<file path="src/rtl/moving_average_uart_tx.sv">
// rtl/moving_average_uart_tx.sv - Buffers filtered samples and sends each one as two UART bytes
//
// Purpose:
//    Takes strobed DATA_IN_LEN-bit samples from the moving-average filter,
//    queues them in a small FIFO and serialises every sample as two bytes:
//       byte A = {1'b1, d[13:7]}   (bit 7 set marks the first byte)
//       byte B = {1'b0, d[6:0]}
//    The sample is zero-extended to 14 bits before the split. A is always
//    sent before B. The line format is 8N1, LSB first, each bit held for
//    CLKS_PER_BIT clocks. A sample is dropped if the FIFO is full, and
//    that drop sets a sticky overflow flag.
//
// Optional feature:
//    MOVING_AVERAGE_UART_PARITY_EN - when defined the frame becomes 8E1.
//    An even-parity bit over the 8 data bits is sent between the last data
//    bit and the stop bit.
//
// Ports:
//    clk           system clock, rising edge
//    rst_n         asynchronous active-low reset
//    data_in       filtered sample, qualified by strobe_in
//    strobe_in     sample-valid; one push per cycle while high
//    clr_overflow  synchronous clear of overflow (a same-cycle drop wins)
//    tx            UART line, idle high, driven from a flop
//    busy          high while a frame is in progress
//    overflow      sticky sample-dropped flag
//    fifo_level    number of samples currently stored

module moving_average_uart_tx #(
   parameter int DATA_IN_LEN  = 10,
   parameter int CLKS_PER_BIT = 16,
   parameter int FIFO_DEPTH   = 4
) (
   input  logic                          clk,
   input  logic                          rst_n,
   input  logic [DATA_IN_LEN-1:0]        data_in,
   input  logic                          strobe_in,
   input  logic                          clr_overflow,
   output logic                          tx,
   output logic                          busy,
   output logic                          overflow,
   output logic [$clog2(FIFO_DEPTH):0]   fifo_level
);

   localparam int AW = $clog2(FIFO_DEPTH);
   localparam int LW = AW + 1;
   localparam int CW = (CLKS_PER_BIT > 1) ? $clog2(CLKS_PER_BIT) : 1;
   localparam logic [CW-1:0] BAUD_LAST  = CW'(CLKS_PER_BIT - 1);
   localparam logic [LW-1:0] FULL_LEVEL = LW'(FIFO_DEPTH);

   typedef enum logic [2:0] {
      S_IDLE,
      S_START,
      S_DATA,
`ifdef MOVING_AVERAGE_UART_PARITY_EN
      S_PARITY,
`endif
      S_STOP
   } state_t;

   // ------------------------------------------------------------------
   // Sample FIFO
   // ------------------------------------------------------------------
   logic [DATA_IN_LEN-1:0] mem [FIFO_DEPTH];
   logic [AW-1:0]          wr_ptr;
   logic [AW-1:0]          rd_ptr;
   logic [LW-1:0]          level;
   logic                   fifo_empty;
   logic                   fifo_full;
   logic                   push;
   logic                   pop;
   logic                   drop;

   // ------------------------------------------------------------------
   // Transmitter state
   // ------------------------------------------------------------------
   state_t        state;
   logic [CW-1:0] baud_cnt;
   logic          baud_done;
   logic [2:0]    bit_cnt;
   logic [7:0]    tx_byte;
   logic [7:0]    byte_b_q;
   logic          byte_sel;
   logic [13:0]   head;
   logic [7:0]    byte_a;
   logic [7:0]    byte_b;

   assign fifo_empty = (level == '0);
   assign fifo_full  = (level == FULL_LEVEL);
   assign fifo_level = level;

   // Zero-extend the head sample to 14 bits, then split it into the two bytes.
   assign head   = 14'(mem[rd_ptr]);
   assign byte_a = {1'b1, head[13:7]};
   assign byte_b = {1'b0, head[6:0]};

   always_comb begin
      baud_done = (baud_cnt == BAUD_LAST);
      pop       = 1'b0;
      if (!fifo_empty) begin
         if (state == S_IDLE) begin
            pop = 1'b1;
         end else if (state == S_STOP && baud_done && byte_sel) begin
            pop = 1'b1;
         end
      end
      // A pop in the same edge frees a slot, so a push into a full FIFO
      // is still accepted in that case.
      push = strobe_in && (!fifo_full || pop);
      drop = strobe_in && fifo_full && !pop;
   end

   // Storage needs no reset; only the pointers decide what is valid.
   always_ff @(posedge clk) begin
      if (push) begin
         mem[wr_ptr] <= data_in;
      end
   end

   always_ff @(posedge clk or negedge rst_n) begin
      if (!rst_n) begin
         wr_ptr <= '0;
         rd_ptr <= '0;
         level  <= '0;
      end else begin
         if (push) begin
            wr_ptr <= wr_ptr + AW'(1);
         end
         if (pop) begin
            rd_ptr <= rd_ptr + AW'(1);
         end
         case ({push, pop})
            2'b10:   level <= level + LW'(1);
            2'b01:   level <= level - LW'(1);
            default: level <= level;
         endcase
      end
   end

   always_ff @(posedge clk or negedge rst_n) begin
      if (!rst_n) begin
         overflow <= 1'b0;
      end else if (drop) begin
         overflow <= 1'b1;
      end else if (clr_overflow) begin
         overflow <= 1'b0;
      end
   end

   // ------------------------------------------------------------------
   // UART framing FSM; tx and busy are registered here.
   // tx_byte is never shifted: bits are picked by bit_cnt so that the
   // whole byte remains available for the parity bit.
   // ------------------------------------------------------------------
   always_ff @(posedge clk or negedge rst_n) begin
      if (!rst_n) begin
         state    <= S_IDLE;
         tx       <= 1'b1;
         busy     <= 1'b0;
         baud_cnt <= '0;
         bit_cnt  <= '0;
         tx_byte  <= '0;
         byte_b_q <= '0;
         byte_sel <= 1'b0;
      end else begin
         case (state)
            S_IDLE: begin
               baud_cnt <= '0;
               if (pop) begin
                  tx_byte  <= byte_a;
                  byte_b_q <= byte_b;
                  byte_sel <= 1'b0;
                  tx       <= 1'b0;
                  busy     <= 1'b1;
                  state    <= S_START;
               end
            end

            S_START: begin
               if (baud_done) begin
                  baud_cnt <= '0;
                  bit_cnt  <= '0;
                  tx       <= tx_byte[0];
                  state    <= S_DATA;
               end else begin
                  baud_cnt <= baud_cnt + CW'(1);
               end
            end

            S_DATA: begin
               if (baud_done) begin
                  baud_cnt <= '0;
                  if (bit_cnt == 3'd7) begin
`ifdef MOVING_AVERAGE_UART_PARITY_EN
                     tx    <= ^tx_byte;
                     state <= S_PARITY;
`else
                     tx    <= 1'b1;
                     state <= S_STOP;
`endif
                  end else begin
                     tx      <= tx_byte[bit_cnt + 3'd1];
                     bit_cnt <= bit_cnt + 3'd1;
                  end
               end else begin
                  baud_cnt <= baud_cnt + CW'(1);
               end
            end

`ifdef MOVING_AVERAGE_UART_PARITY_EN
            S_PARITY: begin
               if (baud_done) begin
                  baud_cnt <= '0;
                  tx       <= 1'b1;
                  state    <= S_STOP;
               end else begin
                  baud_cnt <= baud_cnt + CW'(1);
               end
            end
`endif

            S_STOP: begin
               if (baud_done) begin
                  baud_cnt <= '0;
                  if (!byte_sel) begin
                     // Byte B follows byte A with no idle gap.
                     tx_byte  <= byte_b_q;
                     byte_sel <= 1'b1;
                     tx       <= 1'b0;
                     state    <= S_START;
                  end else if (pop) begin
                     tx_byte  <= byte_a;
                     byte_b_q <= byte_b;
                     byte_sel <= 1'b0;
                     tx       <= 1'b0;
                     state    <= S_START;
                  end else begin
                     tx    <= 1'b1;
                     busy  <= 1'b0;
                     state <= S_IDLE;
                  end
               end else begin
                  baud_cnt <= baud_cnt + CW'(1);
               end
            end

            default: begin
               tx       <= 1'b1;
               busy     <= 1'b0;
               baud_cnt <= '0;
               state    <= S_IDLE;
            end
         endcase
      end
   end

endmodule

</file>
<file path="config.mk">
export PLATFORM = sky130hd
export DESIGN_NAME = moving_average_uart_tx
export DESIGN_NICKNAME = d
export VERILOG_FILES = /design/src/rtl/moving_average_uart_tx.sv
export SDC_FILE = /design/constraint.sdc
export NUM_CORES = 1
export LEC_CHECK = 0
export CAP_MARGIN = 10
export CORE_AREA = 4 4 110 112
export DETAILED_ROUTE_END_ITERATION = 7
export DIE_AREA = 0 0 114 116
export DONT_BUFFER_PORTS = 1
export PLACE_DENSITY = 0.42
export SLEW_MARGIN = 20
export SYNTH_ARGS = -nofsm -noshare
export SYNTH_HDL_FRONTEND = slang
export SYNTH_SLANG_ARGS = --single-unit
export TNS_END_PERCENT = 100
</file>
<file path="constraint.sdc">
create_clock -name clk -period 2.4 [get_ports clk]
set_clock_uncertainty 0.05 [all_clocks]
set_input_delay 0.24 -clock clk [delete_from_list [all_inputs] [get_ports clk]]
set_output_delay 0.24 -clock clk [all_outputs]
set_load 0.005 [all_outputs]
</file>
After elaboration in Yosys (flattened, before gate mapping)
Memory sizes are Yosys's and may differ from the RTL's.
Cells that the tools add are included.
{"block": "op_classes", "eq_ne": 16, "reduce_logical": 23, "n_mux": 48, "order_cmp": 1, "bitwise_logic": 1, "add_sub_neg": 6}
{"op": "8-bit two-way mux", "n": 6}
{"op": "8-bit one-hot mux with 2 select lines", "n": 2}
{"op": "3-bit two-way mux", "n": 8}
{"op": "1-bit two-way mux", "n": 23}
{"op": "2-bit inequality test, second input constant", "n": 8}
{"op": "3-bit one-hot mux with 2 select lines", "n": 2}
{"op": "3-bit one-hot mux with 4 select lines", "n": 1}
{"op": "5-bit AND reduction", "n": 2}
{"op": "4-bit two-way mux", "n": 2}
{"op": "4-bit AND reduction", "n": 2}
{"op": "2-bit nonzero test", "n": 4}
{"op": "3-bit by 1-bit adder with 3-bit output, second input constant", "n": 2}
{"op": "3-bit by 2-bit equality test with 1-bit output, second input constant", "n": 2}
{"op": "3-bit equality test, second input constant", "n": 2}
{"op": "3-bit zero test", "n": 2}
{"op": "3-bit AND reduction", "n": 2}
{"op": "1-bit logical AND", "n": 5}
{"op": "2-bit by 1-bit adder with 2-bit output, second input constant", "n": 2}
{"op": "4-bit by 1-bit adder with 4-bit output, second input constant", "n": 1}
{"op": "4-bit equality test, second input constant", "n": 1}
{"op": "3-bit by 4-bit less-than comparator with 1-bit output, second input constant", "n": 1}
{"op": "1-bit one-hot mux with 4 select lines", "n": 1}
{"op": "1-bit binary-select mux with 3-bit select", "n": 1}
{"op": "3-bit by 1-bit equality test with 1-bit output, second input constant", "n": 1}
{"op": "other kinds (11)", "n": 12}
{"block": "word_totals", "elab_cells": 108, "in_bits": 14, "ramBits": 40, "memories": 1, "out_inout_bits": 6, "register_bits": 37}
{"name": "mem", "depth": 4, "width": 10, "read_ports": 1, "rd_clocked_by_memory_dff": 0, "wr": 1, "line": "64", "source": "logic [DATA_IN_LEN-1:0] mem [FIFO_DEPTH];"}

Longest topological paths before layout
{"block": "depth", "word_depth": 10, "mapped_depth": 9, "depth_no_buf": 8}

Worst setup path before layout
OpenSTA, ideal clock, no wires.
{"block": "synth_timing", "path_kind": "register -> register", "start": "register baud_cnt[0]", "end": "register level[2] (netlist: fifo_level[2])", "path_buffers": 0, "period_less_slack_ps": 2602, "t_arrival_ps": 2426, "t_required_ps": 2224, "setup_ps": 126, "path_stages_with_launch": 8, "slack_ps": -202, "cell_sequence": "dfrtp_1 ha_1 nand3_1 o21bai_2 nand3_1 fa_1 a2111o_1 a311o_1"}
{"block": "synth_between", "elab_chain_len": 10, "elab_cells_between_ends": 12, "cone_classes": "eq/ne: 3; mux: 4; reduce/logical: 5"}
{"item": "from (decl)", "line": "78", "source": "logic [CW-1:0] baud_cnt;"}
{"item": "from (signal assigned)", "line": "186", "source": "baud_cnt <= baud_cnt + CW'(1);"}
{"item": "from (signal assigned)", "line": "206", "source": "baud_cnt <= baud_cnt + CW'(1);"}
{"item": "from (signal assigned)", "line": "243", "source": "baud_cnt <= baud_cnt + CW'(1);"}
{"item": "4-bit equality test (*)", "line": "98", "source": "baud_done = (baud_cnt == BAUD_LAST);"}
{"item": "1-bit logical AND (*) (2 in series)", "line": "103", "source": "end else if (state == S_STOP && baud_done && byte_sel) begin"}
{"item": "1-bit two-way mux (*)", "line": "103"}
{"item": "1-bit two-way mux (*)", "line": "101", "source": "if (state == S_IDLE) begin"}
{"item": "1-bit two-way mux (*)", "line": "100", "source": "if (!fifo_empty) begin"}
{"item": "1-bit logical OR", "line": "109", "source": "push = strobe_in && (!fifo_full || pop);"}
{"item": "1-bit logical AND", "line": "109"}
{"item": "2-bit by 1-bit equality test with 1-bit output or 2-bit equality test (tied branches)", "line": "132", "source": "case ({push, pop})"}
{"item": "3-bit one-hot mux with 2 select lines or 2-bit nonzero test (tied branches)"}
{"item": "to (signal assigned)", "line": "133", "source": "2'b10: level <= level + LW'(1);"}
{"item": "to (signal assigned)", "line": "134", "source": "2'b01: level <= level - LW'(1);"}
{"item": "to (signal assigned)", "line": "135", "source": "default: level <= level;"}
{"item": "to (decl)", "line": "67", "source": "logic [LW-1:0] level;"}
Every way passes the cells marked *; elsewhere a longest branch is shown, timed or not.
A chain may end at the register's enable or synchronous reset.

Worst setup path in the final report
Ends and elaborated chain as after synthesis.

==> results.txt <==
The tools report the launching point of the worst reg2reg path as baud_cnt[0]. TritonCTS built the clock tree. The floorplan step defined a die boundary enclosing 0.0132 sq mm. Once the floorplan was initialized, standard cells occupied 30.9% of the core. The number of setup violations in the final report was 0; the worst IR drop on VDD was 0.576 mV. Of the cells placed in the final design, the portion with a size suffix greater than 1 is 26.0%.

For this design the ratio of total power to cell area is 1270 mW/mm^2. Relative to the synthesized area, the layout overhead comes to 20.9%. The startpoint type of the worst setup path is a flip-flop.

The source of the critical timing path is baud_cnt[0]. The number of pins with negative max-slew slack in the final report was 0; the wire length of the first global-routing pass was 11.6 mm. Entering global routing, the biggest net connects 36 pins. The die is 116 um tall.

In this run the static leakage power is 0.00159 uW. STA classifies the critical path endpoint as a flip-flop. For the fmax, the log shows 435 MHz. Input and output buffers added on the ports amount to 0. After synthesis the netlist holds a flip-flop and latch count of 75.

The tools report the total non-filler cell area in the finished layout as 0.00420 sq mm. The flow ran to the end, and the final reports show no timing, DRC or antenna violations. Summing every instance area after synthesis gives 0.00347 sq mm. In the synthesized netlist, the cells that appear most often are sky130_fd_sc_hd__edfxtp_1 (40), sky130_fd_sc_hd__dfrtp_1 (34), sky130_fd_sc_hd__a21oi_1 (15), sky130_fd_sc_hd__nand2_1 (14), sky130_fd_sc_hd__mux4_2 (12). The number of enable flip-flop cells after synthesis came out at 40. The repair_antennas step left the layout with diodes totalling 0. After detailed routing, the number of vias per cell comes to 4.92. In this run, post-CTS repair resized a total of 0 instances. When the netlist entered floorplanning its net count stood at 269. In the routed design, unresolved DRC markers number 0. The run gives 20 as the number of placed I/O pins. Dividing the detail-routed wire length by the instance count gives 16.8 um. The wire-length estimate of the detail-placed layout is 4.55 mm.

The clock period could shrink to 2.30 ns. Across all layers, the routed design uses 2067 vias. Counting every sink on the clock net gives 75.

The post-synthesis cell count is 243, and the register-to-register setup slack is 0.1 ns. In the post-synthesis netlist, the biggest area contributors are sky130_fd_sc_hd__edfxtp_1 (35%), sky130_fd_sc_hd__dfrtp_1 (24%), sky130_fd_sc_hd__mux4_2 (7.8%), sky130_fd_sc_hd__ha_1 (4.0%), sky130_fd_sc_hd__mux2_2 (3.2%). The largest individual stage delay along the critical path comes from the cell sky130_fd_sc_hd__a2111o_1. The actual transition at the worst max-transition pin was 0.538 ns; the final worst-path cycle share was 95.8%. The logs give 0.00129 sq mm for the multi-input combinational cell area and 0 for the number of nets with antenna violations after routing. The initialized floorplan defines 39 standard-cell rows. Area occupied by registers: 0.00208 sq mm.

The final number of hold-violating endpoints was 0; the number of search-and-repair iterations in the first detailed-routing pass was 4. At the end of routability-driven placement, the weighted congestion stood at 0.768. The signal on the critical path passes through ha_2 > nand3_2 > o21bai_4 > nand3_1 > fa_2 > a2111o_1 > a311o_1. The tool flagged a number of max-cap violations equal to 0. For the total negative slack, the log shows 0 ns. A synthesized cell averages 14.3 sq um.

Count of cell instances traversed by the critical path: 7. The logs give 0 for the remaining global-route overflow and 0 for the number of antenna violations at the first check in global routing. In this design, the stage delay of the slowest critical-path cell is 0.41 ns.

Number of buffer and inverter stages on the critical path: 0. The dominant register cell in the synthesized netlist was sky130_fd_sc_hd__edfxtp_1. The fraction of synthesized cell area taken by the top area cell type came out at 34.6%. The library cell with the highest instance count after synthesis is sky130_fd_sc_hd__edfxtp_1. The layout has 1089 filler cells. The maximum fanout along the worst path was 5; the width of the die was 114 um.

Top cell family by delay on the critical path: compound AO/OA/AOI/OAI gates. The path category of the worst min-delay check was in -> reg. Before CTS, the worst setup slack after placement is 0.0950 ns. The run gives 64.1% as the relative max-transition margin. Summed over all instances, the cell type with the most area after synthesis is sky130_fd_sc_hd__edfxtp_1. For the via count of the first global-routing pass, the log shows 2175. For the maximum clock path buffer count, the log shows 2.

The H-tree generated during clock tree synthesis spans 3 levels. For the worst flop-to-flop path, the logic depth is 7. The number of warning messages in the yosys log came out at 0.

Setup repair after global routing left no endpoint under its margin. Clock-pin slew was measured on the worst setup and hold paths at 0.06 ns. The total routing usage reported by global routing is 11.8%, and the clock buffer count from CTS is 9.

The area of the placeable core is 0.0112 sq mm, and the initial detailed-routing violation count is 68. Async set-or-reset flop fraction in the synthesized netlist: 46.7%. STA puts the critical path data required time at 2.57 ns. Data on the critical path arrives at its endpoint at 2.47 ns.

Destination of the worst register-to-register timing path: fifo_level[2]. The tools report the capturing instance or port of the critical path as fifo_level[2]. The clock network latency to the later pin of the worst-skew pair was 0.34 ns; the sequential element share of the synthesized area was 59.8%. The CTS root buffer was sky130_fd_sc_hd__clkbuf_16. Once placement finished, the instance area stood at 0.00377 sq mm.

For this block, the routed nets add up to 7.06 mm of wire. The netlist uses 51 different library cells. For this run, the post-layout net count is 298. The category of the critical setup timing path is reg -> reg. For the final setup slack of the worst path, the log shows 0.0997 ns.
## routing by layer
metal,GRT usage [%],vias up,routed length (um)
li1,-,988,-
met1,15.4,1046,3330
met2,17.9,22,3380
met3,2.87,11,184
met4,6.89,0,163
met5,0,-,0
## what timing repair did
item | CTS | global route
buffers inserted | 0 | 0
hold buffers | 14 | 0
endpoints found under the hold margin | 77 | 0
## layout make-up
class	instances	share of cell area [%]
Timing Repair Buffer	32	7.99
Multi-Input combinational cell	145	30.8
Tap cell	143	4.26
Inverter	9	0.805
Clock inverter	7	1.28
Sequential cell	75	49.5
Clock buffer	9	5.36
## where the power goes
part / internal, uW / switching (uW) / leakage [uW]
Sequential: 1770 / 258 / 0.000797
Combinational: 1060 / 958 / 0.000667
Clock: 705 / 566 / 0.000128
Total: 3530 / 1780 / 0.00159
## cells in the final DEF (no fill, tap or decap), types with 3 or more instances in the layout
cell	n
sky130_fd_sc_hd__and2_1	4
sky130_fd_sc_hd__nor3_1	4
sky130_fd_sc_hd__mux2_4	6
sky130_fd_sc_hd__ha_1	10
sky130_fd_sc_hd__edfxtp_1	40
sky130_fd_sc_hd__inv_1	9
sky130_fd_sc_hd__buf_12	5
sky130_fd_sc_hd__dlygate4sd3_1	13
sky130_fd_sc_hd__a21oi_1	15
sky130_fd_sc_hd__a22o_1	3
sky130_fd_sc_hd__nor2_1	11
sky130_fd_sc_hd__mux4_2	12
sky130_fd_sc_hd__dfrtp_1	34
sky130_fd_sc_hd__nand2_1	14
sky130_fd_sc_hd__mux2_2	10
sky130_fd_sc_hd__xnor2_1	3
sky130_fd_sc_hd__buf_4	14
sky130_fd_sc_hd__o21ai_0	10
sky130_fd_sc_hd__clkbuf_16	9
sky130_fd_sc_hd__clkinvlp_4	3
sky130_fd_sc_hd__a211oi_1	4
## stage by stage
step / util (%) / power (uW) / cells / hold slack (ns)
after floorplan: - / 3520 / 243 / -0.106
final: 37.4 / 5320 / 420 / 0.0297
after global placement: 33.6 / 4050 / 390 / -0.103
after detailed placement: 33.6 / 4060 / 390 / -0.103
after global routing: 37.4 / 5700 / 420 / 0.0475
after CTS: 37.4 / 5410 / 420 / 0.0135
## logic make-up (layout without fill, tap and decap cells)
logic type	Yosys count	in the layout	synth area share (%)
DFF	75	75	59.8
AOI/OAI and AO/OA	53	53	10.6
and+or+nand+nor	47	47	6.74
muxes	29	29	13.9
buffers and inverters	23	57	3.42
adders and majority gates	12	12	4.54
xor gates and xnor gates	4	4	1.01
## registers in the layout, indices dropped and copies added, names as in the netlist, 2 cells and up
register,cells
baud_cnt,4
bit_cnt,3
byte_b_q,7
fifo_level,3
mem,40
rd_ptr,2
state,2
tx_byte,8
wr_ptr,2
## how the worst min path moves through the flow
stage                     startpoint       endpoint  slack (ns)  cells past startpoint
after floorplan                rst_n    baud_cnt[0]       -0.11                      0
after global placement         rst_n     bit_cnt[2]       -0.10                      0
after detailed placement       rst_n     bit_cnt[2]       -0.10                      0
after CTS                  strobe_in  fifo_level[0]        0.01                      2
after global routing       strobe_in  fifo_level[1]        0.05                      2
final                      strobe_in  fifo_level[1]        0.03                      2
No activity file was read; power rests on OpenSTA's default activity.
